$ cat src/rtl/mem_io_bridge_if.sv
// mem_io_bridge_if: bundles the CPU request/response, memory and IO channel signals of the bridge
//   slave  : bridge view (drives req_ready, rdata, rsp_*, addr_out, m_*_en, m_wdata, io_cs, io_we, io_wdata)
//   master : environment view (CPU drives the request, memory drives m_rdata, IO devices drive io_rdata/io_ack)
interface mem_io_bridge_if #(
    parameter int NUM_IO = 4
);
    logic                  req_valid;
    logic                  req_ready;
    logic                  rd_en;
    logic                  wr_en;
    logic [31:0]           addr_in;
    logic [31:0]           wdata;
    logic [31:0]           rdata;
    logic                  rsp_valid;
    logic                  rsp_err;
    logic [31:0]           addr_out;
    logic                  m_read_en;
    logic                  m_write_en;
    logic [31:0]           m_wdata;
    logic [31:0]           m_rdata;
    logic [NUM_IO-1:0]     io_cs;
    logic                  io_we;
    logic [31:0]           io_wdata;
    logic [32*NUM_IO-1:0]  io_rdata;
    logic [NUM_IO-1:0]     io_ack;

    modport slave (
        input  req_valid, rd_en, wr_en, addr_in, wdata, m_rdata, io_rdata, io_ack,
        output req_ready, rdata, rsp_valid, rsp_err, addr_out, m_read_en, m_write_en,
               m_wdata, io_cs, io_we, io_wdata
    );

    modport master (
        output req_valid, rd_en, wr_en, addr_in, wdata, m_rdata, io_rdata, io_ack,
        input  req_ready, rdata, rsp_valid, rsp_err, addr_out, m_read_en, m_write_en,
               m_wdata, io_cs, io_we, io_wdata
    );
endinterface

$ cat src/rtl/mem_io_bridge.sv
// mem_io_bridge: routes CPU load/store requests to memory or to one of NUM_IO IO channels
//   clock, reset : system clock, synchronous active-high reset
//   bus (slave)  : request (req_valid/req_ready/rd_en/wr_en/addr_in/wdata), response (rdata/rsp_valid/rsp_err),
//                  memory port (addr_out/m_read_en/m_write_en/m_wdata/m_rdata),
//                  IO port (io_cs/io_we/io_wdata/io_rdata/io_ack)
//   Define MEMIO_TIMEOUT_EN to give up on an IO channel after TIMEOUT cycles without io_ack.
module mem_io_bridge #(
    parameter int          NUM_IO       = 4,
    parameter logic [31:0] IO_BASE      = 32'hFFFFFC00,
    parameter int          IO_SPAN_LOG2 = 4,
    parameter int          TIMEOUT      = 15
) (
    input logic            clock,
    input logic            reset,
    mem_io_bridge_if.slave bus
);
    localparam int CW = (NUM_IO > 1) ? $clog2(NUM_IO) : 1;

    typedef enum logic [2:0] {IDLE, MEM, MEMW, IO, RESP} state_t;

    state_t            state;
    logic              ready_q, rv_q, err_q, mre_q, mwe_q, we_q, rd_q;
    logic [NUM_IO-1:0] cs_q;
    logic [CW-1:0]     ch_q;
    logic [31:0]       addr_q, wdata_q, rdata_q;

    logic              is_io, in_range, ack_sel;
    logic [31:0]       chan;
    logic [NUM_IO-1:0] cs_dec;
    logic [31:0]       io_sel;

`ifdef MEMIO_TIMEOUT_EN
    localparam int TW = $clog2(TIMEOUT + 1);
    logic [TW-1:0] tmo_cnt;
`else
    localparam int unused_timeout = TIMEOUT;
`endif

    assign is_io    = bus.addr_in >= IO_BASE;
    assign chan     = (bus.addr_in - IO_BASE) >> IO_SPAN_LOG2;
    assign in_range = chan < 32'(NUM_IO);
    assign cs_dec   = NUM_IO'(1) << chan[CW-1:0];
    // only the latched channel's ack/data matter; others are don't-care
    assign ack_sel  = bus.io_ack[ch_q];
    assign io_sel   = bus.io_rdata[32*ch_q +: 32];

    always_ff @(posedge clock) begin
        if (reset) begin
            state   <= IDLE;
            ready_q <= 1'b0;
            rv_q    <= 1'b0;
            err_q   <= 1'b0;
            mre_q   <= 1'b0;
            mwe_q   <= 1'b0;
            we_q    <= 1'b0;
            rd_q    <= 1'b0;
            cs_q    <= '0;
            ch_q    <= '0;
            addr_q  <= '0;
            wdata_q <= '0;
            rdata_q <= '0;
`ifdef MEMIO_TIMEOUT_EN
            tmo_cnt <= '0;
`endif
        end else begin
            rv_q  <= 1'b0;
            err_q <= 1'b0;
            case (state)
                IDLE: begin
                    // ready_q gates acceptance so nothing is taken in the first cycle after reset
                    if (bus.req_valid && ready_q && (bus.rd_en || bus.wr_en)) begin
                        ready_q <= 1'b0;
                        if (bus.rd_en && bus.wr_en) begin
                            state   <= RESP;
                            rv_q    <= 1'b1;
                            err_q   <= 1'b1;
                            rdata_q <= '0;
                        end else begin
                            addr_q  <= bus.addr_in;
                            wdata_q <= bus.wdata;
                            rd_q    <= bus.rd_en;
                            if (!is_io) begin
                                state <= MEM;
                                mre_q <= bus.rd_en;
                                mwe_q <= bus.wr_en;
                            end else if (in_range) begin
                                state <= IO;
                                cs_q  <= cs_dec;
                                we_q  <= bus.wr_en;
                                ch_q  <= chan[CW-1:0];
`ifdef MEMIO_TIMEOUT_EN
                                tmo_cnt <= '0;
`endif
                            end else begin
                                state   <= RESP;
                                rv_q    <= 1'b1;
                                err_q   <= 1'b1;
                                rdata_q <= '0;
                            end
                        end
                    end else begin
                        ready_q <= 1'b1;
                    end
                end
                MEM: begin
                    state <= MEMW;
                    mre_q <= 1'b0;
                    mwe_q <= 1'b0;
                end
                MEMW: begin
                    state   <= RESP;
                    rv_q    <= 1'b1;
                    rdata_q <= rd_q ? bus.m_rdata : '0;
                end
                IO: begin
                    if (ack_sel) begin
                        state   <= RESP;
                        rv_q    <= 1'b1;
                        rdata_q <= rd_q ? io_sel : '0;
                        cs_q    <= '0;
                        we_q    <= 1'b0;
`ifdef MEMIO_TIMEOUT_EN
                    end else if (tmo_cnt == TW'(TIMEOUT - 1)) begin
                        state   <= RESP;
                        rv_q    <= 1'b1;
                        err_q   <= 1'b1;
                        rdata_q <= '0;
                        cs_q    <= '0;
                        we_q    <= 1'b0;
                    end else begin
                        tmo_cnt <= tmo_cnt + 1'b1;
`endif
                    end
                end
                RESP: begin
                    state   <= IDLE;
                    ready_q <= 1'b1;
                end
                default: state <= IDLE;
            endcase
        end
    end

    assign bus.req_ready  = ready_q;
    assign bus.rsp_valid  = rv_q;
    assign bus.rsp_err    = err_q;
    assign bus.rdata      = rdata_q;
    assign bus.addr_out   = addr_q;
    assign bus.m_read_en  = mre_q;
    assign bus.m_write_en = mwe_q;
    assign bus.m_wdata    = wdata_q;
    assign bus.io_cs      = cs_q;
    assign bus.io_we      = we_q;
    assign bus.io_wdata   = wdata_q;
endmodule

$ cat src/flat_wrapper.sv
// flat-port wrapper written by rule: the top's interface ports become plain ports
module mem_io_bridge_flat 
#(
    parameter int          NUM_IO       = 4,
    parameter logic [31:0] IO_BASE      = 32'hFFFFFC00,
    parameter int          IO_SPAN_LOG2 = 4,
    parameter int          TIMEOUT      = 15
)
  (clock, reset, bus_req_valid, bus_rd_en, bus_wr_en, bus_addr_in, bus_wdata, bus_m_rdata, bus_io_rdata, bus_io_ack, bus_req_ready, bus_rdata, bus_rsp_valid, bus_rsp_err, bus_addr_out, bus_m_read_en, bus_m_write_en, bus_m_wdata, bus_io_cs, bus_io_we, bus_io_wdata);
  mem_io_bridge_if #(.NUM_IO(NUM_IO)) bus_i ();
  input logic clock;
  input logic reset;
  input wire logic [$bits(bus_i.req_valid)-1:0] bus_req_valid;
  input wire logic [$bits(bus_i.rd_en)-1:0] bus_rd_en;
  input wire logic [$bits(bus_i.wr_en)-1:0] bus_wr_en;
  input wire logic [$bits(bus_i.addr_in)-1:0] bus_addr_in;
  input wire logic [$bits(bus_i.wdata)-1:0] bus_wdata;
  input wire logic [$bits(bus_i.m_rdata)-1:0] bus_m_rdata;
  input wire logic [$bits(bus_i.io_rdata)-1:0] bus_io_rdata;
  input wire logic [$bits(bus_i.io_ack)-1:0] bus_io_ack;
  output wire logic [$bits(bus_i.req_ready)-1:0] bus_req_ready;
  output wire logic [$bits(bus_i.rdata)-1:0] bus_rdata;
  output wire logic [$bits(bus_i.rsp_valid)-1:0] bus_rsp_valid;
  output wire logic [$bits(bus_i.rsp_err)-1:0] bus_rsp_err;
  output wire logic [$bits(bus_i.addr_out)-1:0] bus_addr_out;
  output wire logic [$bits(bus_i.m_read_en)-1:0] bus_m_read_en;
  output wire logic [$bits(bus_i.m_write_en)-1:0] bus_m_write_en;
  output wire logic [$bits(bus_i.m_wdata)-1:0] bus_m_wdata;
  output wire logic [$bits(bus_i.io_cs)-1:0] bus_io_cs;
  output wire logic [$bits(bus_i.io_we)-1:0] bus_io_we;
  output wire logic [$bits(bus_i.io_wdata)-1:0] bus_io_wdata;
  assign bus_i.req_valid = bus_req_valid;
  assign bus_i.rd_en = bus_rd_en;
  assign bus_i.wr_en = bus_wr_en;
  assign bus_i.addr_in = bus_addr_in;
  assign bus_i.wdata = bus_wdata;
  assign bus_i.m_rdata = bus_m_rdata;
  assign bus_i.io_rdata = bus_io_rdata;
  assign bus_i.io_ack = bus_io_ack;
  assign bus_req_ready = bus_i.req_ready;
  assign bus_rdata = bus_i.rdata;
  assign bus_rsp_valid = bus_i.rsp_valid;
  assign bus_rsp_err = bus_i.rsp_err;
  assign bus_addr_out = bus_i.addr_out;
  assign bus_m_read_en = bus_i.m_read_en;
  assign bus_m_write_en = bus_i.m_write_en;
  assign bus_m_wdata = bus_i.m_wdata;
  assign bus_io_cs = bus_i.io_cs;
  assign bus_io_we = bus_i.io_we;
  assign bus_io_wdata = bus_i.io_wdata;
  mem_io_bridge #(.NUM_IO(NUM_IO), .IO_BASE(IO_BASE), .IO_SPAN_LOG2(IO_SPAN_LOG2), .TIMEOUT(TIMEOUT)) u_core (.clock(clock), .reset(reset), .bus(bus_i));
endmodule
$ cat config.mk
export PLATFORM = sky130hd
export DESIGN_NAME = mem_io_bridge_flat
export DESIGN_NICKNAME = d
export VERILOG_FILES = /design/src/rtl/mem_io_bridge_if.sv /design/src/rtl/mem_io_bridge.sv /design/src/flat_wrapper.sv
export SDC_FILE = /design/constraint.sdc
export NUM_CORES = 1
export LEC_CHECK = 0
export ABC_CLOCK_PERIOD_IN_PS = 4400
export BUFFER_PORTS_ARGS = -buffer_cell sky130_fd_sc_hd__buf_2
export CAP_MARGIN = 15
export CORE_AREA = 5 5 141 143
export CTS_CLUSTER_SIZE = 20
export DETAILED_ROUTE_END_ITERATION = 10
export DIE_AREA = 0 0 146 148
export PLACE_DENSITY_LB_ADDON = 0.25
export SLEW_MARGIN = 10
export SYNTH_ARGS = -nofsm -noshare
export SYNTH_HDL_FRONTEND = slang
export SYNTH_SLANG_ARGS = --single-unit
$ cat constraint.sdc
create_clock -name clock -period 4.4 [get_ports clock]
set_clock_uncertainty 0.05 [all_clocks]
set_input_delay 0.44 -clock clock [delete_from_list [all_inputs] [get_ports clock]]
set_output_delay 0.44 -clock clock [all_outputs]
set_load 0.02 [all_outputs]
==> flow_summary.json, run 1 <==
{
  "run_status": "complete, no violations",
  "stdcell_area_mm2": 0.00806,
  "finalHoldViolations": 0,
  "design.final.nets": 1222,
  "synth_register_bits": 112,
  "drt_drc_violations_left": 0,
  "finalSetupViolCount": 0,
  "final_antenna_net_count": 0,
  "critical-path-top-delay-family": "compound AO/OA/AOI/OAI gates",
  "grt_usage": 0.183,
  "cp_slowest_cell": "a21boi_4",
  "grt_start_max_net_pins": 72,
  "syn_to_final_growth_pct": 33.3,
  "drt_pass1_iterations": 4,
  "estimated_wirelength_of_the_detail_placed_design_mm": 16.1,
  "crit_arrival_ns": 2.85,
  "total_power_uw": 2240,
  "hold_path_class": "input port to flip-flop",
  "place.gp.congestion": 0.807,
  "transition_at_the_pin_with_the_smallest_max_transition_slack_ns": 0.778,
  "cts-buffers-inserted": 9,
  "timing.critical_path.required_ns": 4.58,
  "clock_latency_ns": 0.35,
  "setup.worst_path.class": "flip-flop to flip-flop",
  "timing.critical_path.from": "u_core.ch_q[0]$_SDFFE_PP0P_",
  "critical_path.reg2reg.startpoint": "u_core.ch_q[0]$_SDFFE_PP0P_",
  "r2r_setup_slack_ns": 1.73,
  "clkSinkCount": 112,
  "finalMaxSlewViolations": 0,
  "worst_path_most_repeated_cell": "buf_4",
  "final_common_cell": "buf_2",
  "drt_wl_total_mm": 20.4,
  "synth_flop_cell": "dfxtp_1",
  "setup_total_negative_slack_ns": 0,
  "critical_path.max_fanout": 33,
  "syn_area_mm2": 0.00605,
  "cts_hold_buffers": 0,
  "async_reset_ff_frac": 0,
  "grt_pass1_wl_mm": 31.7,
  "drive_gt1_frac": 0.500,
  "synth_top_cells_by_area": "dfxtp_1 37%, mux4_2 12%, nand2_1 11%, mux2i_1 7.0%, a21oi_1 5.7%",
  "synth_enable_flop_cells": 0,
  "boundaryPins": 371,
  "min_from": "bus_wdata[21]",
  "dr.first_iter.drc_count": 168,
  "num-fill-cells": 1871,
  "crit_path_end_kind": "flip-flop",
  "grt_setup_unrepaired": "no",
  "timing.slew.headroom": 0.480,
  "timing.reg2reg.worst_path_depth": 7,
  "critPathBufInv": 2,
  "yosysTopAreaCellShare": 0.371,
  "launching_element_type_of_the_critical_path": "flip-flop",
  "post-route-util": 0.437,
  "pwr_density_cell_mw_per_mm2": 277,
  "achievable-frequency_ghz": 0.375,
  "synth_cell_type_count": 42,
  "synthesis.area_per_instance_um2": 8.89,
  "fraction_of_the_cycle_the_final_worst_path_needs": 0.606,
  "number_of_instances_on_the_worst_hold_path": 3,
  "num_antenna_cells": 0,
  "placed_area_mm2": 0.00776,
  "initial_core_utilization": 0.328,
  "depth_of_the_cts_h_tree": 3,
  "grt_antenna_before_repair": 0,
  "placement.io_buffers": 370,
  "max-vdd-ir-drop_mv": 0.148,
  "dieWidth_um": 146,
  "first_global_vias": 5898,
  "row_count": 50,
  "path_cells": "mux4_2, nand2_1, a21oi_4, buf_4, a21boi_4, buf_4, o21ai_1",
  "final.min_clock_period_ns": 2.67,
  "hold_end": "u_core.bus.io_wdata[21]$_SDFFE_PP0P_",
  "r2r-end": "u_core.bus.rdata[5]$_SDFFE_PP0P_",
  "fp.dieH_um": 148,
  "layout.cells.most_common_list": "369 x buf_2, 174 x nand2_1, 109 x dfxtp_1",
  "synth-warning-count": 0,
  "synth_area_leader_cell": "dfxtp_1",
  "synthesis.instances": 680,
  "drt-vias-per-instance": 4.70,
  "post_synth_net_total": 913,
  "seq_area_frac_synth": 0.371,
  "fp.dieArea_mm2": 0.0216,
  "cts_resized": 0,
  "clock-root-buffer": "clkbuf_16",
  "globalRouteOverflowTotal": 0,
  "post-cts-setup-buffers": 0,
  "clock_tree.buffer_depth": 2,
  "core_area_mm2": 0.0185,
  "detailroute.via_count": 5770,
  "power_leakage_uw": 0.00362,
  "slowest_delay_ns": 0.54,
  "routed_wire_length_per_instance_um": 16.6,
  "max-cap-violations": 0,
  "cts_tree": "done",
  "whs_ns": 0.266,
  "clk_pin_slew_ns": 0.08
}
==> stage by stage <==
stage	setup WS, ns	instances
floorplan	2.43	680
CTS	1.64	1228
detailed placement	1.49	1212
finish	1.73	1228
global route	1.50	1228
global placement	1.54	1212
==> worst min-delay path: stages <==
cell	delay (ns)
buf_2	0.09
nand2_1	0.04
a21oi_1	0.05
==> worst max-delay path by stage <==
| stage | endpoint | slack, ns | cells after the start |
|---|---|---|---|
| after floorplan | u_core.bus.rdata[0]$_SDFFE_PP0P_ | 2.43 | 6 |
| after global placement | u_core.bus.rdata[6]$_SDFFE_PP0P_ | 1.54 | 8 |
| after detailed placement | u_core.bus.rdata[5]$_SDFFE_PP0P_ | 1.49 | 8 |
| after CTS | u_core.bus.rdata[6]$_SDFFE_PP0P_ | 1.64 | 7 |
| after global routing | u_core.bus.rdata[6]$_SDFFE_PP0P_ | 1.50 | 7 |
| final | u_core.bus.rdata[5]$_SDFFE_PP0P_ | 1.73 | 7 |
==> cell type report <==
cell class                 count  area (um^2)  area share
tap                          234          293      0.0363
clock inverter                 6         58.8     0.00729
sequential                   112         2250       0.279
multi-input combinational    485         3300       0.409
timing repair buffer         379         1920       0.238
clock buffer                  10          239      0.0296
inverter                       2         7.51    0.000931
==> per-layer routing <==
metal / wire [um] / global-route usage
met1: 8240 / 0.213
met2: 10600 / 0.338
met3: 1270 / 0.0402
met4: 293 / 0.0508
met5: 0 / 0
==> power breakdown <==
group          switching [uW]  total [uW]  leakage, uW  internal (uW)
Combinational             196         357      0.00256            161
Clock                     408         822     0.000148            414
Sequential               19.4        1060     0.000908           1040
Total                     623        2240      0.00362           1610
==> sequential cells by signal (all words and copies together), names as in the netlist <==
register               flops
u_core.bus.addr_out       32
u_core.bus.io_cs           4
u_core.bus.io_wdata       32
u_core.bus.io_we           1
u_core.bus.m_read_en       1
u_core.bus.m_write_en      1
u_core.bus.rdata          32
u_core.bus.req_ready       1
u_core.bus.rsp_err         1
u_core.bus.rsp_valid       1
u_core.ch_q                2
u_core.rd_q                1
u_core.state               3
==> cell families (layout without fill, tap and decap cells) <==
group                  Yosys count  after routing  synth area share
muxes                           75             75             0.192
AOI/OAI and AO/OA              116            116             0.126
DFF                            112            112             0.371
buffers and inverters           83            397            0.0869
and+or+nand+nor                294            294             0.224
==> synth_stat cells, drive strengths merged (2+ instances only) <==
library cell / n
nand3: 6
dfxtp: 112
or3: 3
nand3b: 4
mux4: 33
a2111o: 2
nor3: 7
o21ai: 33
nand4: 5
clkbuf: 32
nor2: 46
buf: 48
or2b: 27
inv: 2
nand2: 175
o211ai: 2
mux2i: 42
and3: 2
or2: 2
a21oi: 71
o211a: 2
nand2b: 13
or4: 2
Note: power is estimated with default switching activity, not from simulation.
==> run 2: changes to the inputs <==
Settings changed: ABC_CLOCK_PERIOD_IN_PS 4400 to 2440.
Clock period 4.4 ns to 2.44 ns, I/O delays scaled along.
==> flow_summary.json, run 2 (same netlist as run 1, synthesis figures left out) <==
{
  "grt_pass1_wl_mm": 32.4,
  "drt_wl_total_mm": 20.7,
  "drt_drc_violations_left": 0,
  "placed_area_mm2": 0.00786,
  "slowest_delay_ns": 0.44,
  "combinationalPowerShare": 0.162,
  "pwr_density_cell_mw_per_mm2": 498,
  "drt_pass1_iterations": 4,
  "initial_core_utilization": 0.328,
  "timing.critical_path.required_ns": 2.68,
  "cts_tree": "done",
  "final_antenna_net_count": 0,
  "final_common_cell": "buf_2",
  "max-cap-violations": 0,
  "max-vdd-ir-drop_mv": 0.255,
  "cts_resized": 0,
  "cts_hold_buffers": 0,
  "clock_latency_ns": 0.35,
  "num_antenna_cells": 0,
  "final.min_clock_period_ns": 1.94,
  "boundaryPins": 371,
  "crit_path_end_kind": "flip-flop",
  "finalSetupViolCount": 0,
  "power_leakage_uw": 0.00365,
  "run_status": "complete, no violations",
  "post-cts-setup-buffers": 0,
  "transition_at_the_pin_with_the_smallest_max_transition_slack_ns": 0.693,
  "placement.io_buffers": 370,
  "finalHoldViolations": 0,
  "drive_gt1_frac": 0.502,
  "globalRouteOverflowTotal": 0,
  "grt_usage": 0.187,
  "grt_antenna_before_repair": 0,
  "timing.reg2reg.worst_path_depth": 5,
  "number_of_instances_on_the_worst_hold_path": 3,
  "num-fill-cells": 1885,
  "setup_total_negative_slack_ns": 0,
  "detailroute.via_count": 5831,
  "drt-vias-per-instance": 4.73,
  "setup.worst_path.class": "flip-flop to flip-flop",
  "achievable-frequency_ghz": 0.515,
  "row_count": 50,
  "whs_ns": 0.0673,
  "p_sw_uw": 1160,
  "routed_wire_length_per_instance_um": 16.8,
  "design.final.nets": 1226,
  "crit_arrival_ns": 2.18,
  "cts-buffers-inserted": 9,
  "grt_start_max_net_pins": 112,
  "critical_path.max_fanout": 7,
  "grt_setup_unrepaired": "no",
  "internal_power_uw": 2900,
  "syn_to_final_growth_pct": 34.9,
  "clock_tree.buffer_depth": 2,
  "depth_of_the_cts_h_tree": 3,
  "path_cells": "a2111o_1, nor3_1, nand4_1, a21oi_2, mux2i_1",
  "hold_path_class": "input port to flip-flop",
  "stdcell_area_mm2": 0.00816,
  "clkSinkCount": 112,
  "fraction_of_the_cycle_the_final_worst_path_needs": 0.796,
  "cp_slowest_cell": "a2111o_1",
  "layout.cells.most_common_list": "369 x buf_2, 174 x nand2_1, 109 x dfxtp_1",
  "fp.dieArea_mm2": 0.0216,
  "fp.dieH_um": 148,
  "estimated_wirelength_of_the_detail_placed_design_mm": 16.2,
  "detailedPlace.worstSlack_ns": 0.329,
  "timing.slew.headroom": 0.538,
  "sw_frac_of_total": 0.286,
  "clk_pin_slew_ns": 0.08,
  "first_global_vias": 6068,
  "clock_power_share": 0.369,
  "dr.first_iter.drc_count": 198,
  "setup_slack_ns": 0.497,
  "clock-root-buffer": "clkbuf_16",
  "core_area_mm2": 0.0185,
  "launching_element_type_of_the_critical_path": "flip-flop",
  "place.gp.congestion": 0.845,
  "dieWidth_um": 146,
  "seqPwrFrac": 0.469,
  "finalMaxSlewViolations": 0
}
## run 2: metal layers
layer,share of wire,vias to the layer above,track usage,wire length (um)
met2,0.53,234,0.354,10900
met1,0.39,2664,0.205,8130
met3,0.067,17,0.0484,1380
met5,0,-,0,0
li1,-,2916,-,-
met4,0.015,0,0.0536,303
## run 2: final timing paths
path / from / endpoint / slack (ns)
max: u_core.state[2]$_SDFFE_PP0P_ / u_core.bus.io_we$_SDFFE_PP0P_ / 0.50
min: bus_wdata[4] / u_core.bus.io_wdata[4]$_SDFFE_PP0P_ / 0.07
max reg2reg: u_core.state[2]$_SDFFE_PP0P_ / u_core.bus.io_we$_SDFFE_PP0P_ / 0.50
min reg2reg: u_core.bus.addr_out[8]$_SDFFE_PP0P_ / u_core.bus.addr_out[8]$_SDFFE_PP0P_ / 0.40
## run 2: worst max-delay path: cells and delay by family, from the launching register on
family	cells	cell delay, ns
multiplexers	1	0.24
AND/OR/NAND/NOR	2	0.32
AO/OA/AOI/OAI	2	0.85
flip-flops	1	0.41
## run 2: power by group through the flow
stage | Clock (uW) | Sequential (uW) | Combinational [uW]
global route | 1620 | 1910 | 721
detailed placement | 0 | 1950 | 667
global placement | 0 | 1950 | 660
CTS | 1560 | 1910 | 668
finish | 1500 | 1900 | 657
floorplan | 0 | 2000 | 315
## run 2: through the flow
stage | utilization | cells | total power, uW
floorplan | - | 680 | 2320
global placement | 0.426 | 1216 | 2610
detailed placement | 0.426 | 1216 | 2620
CTS | 0.442 | 1232 | 4130
global route | 0.442 | 1232 | 4260
finish | 0.442 | 1232 | 4060
## run 2: final cells by class
cell class | count | area (um^2) | area share
repair buffers | 383 | 2010 | 0.247
multi-input cells | 485 | 3300 | 0.404
clock inverters | 7 | 72.6 | 0.00890
inverters | 2 | 7.51 | 0.000921
clock buffers | 9 | 225 | 0.0276
flip-flops and latches | 112 | 2250 | 0.275
well taps | 234 | 293 | 0.0359
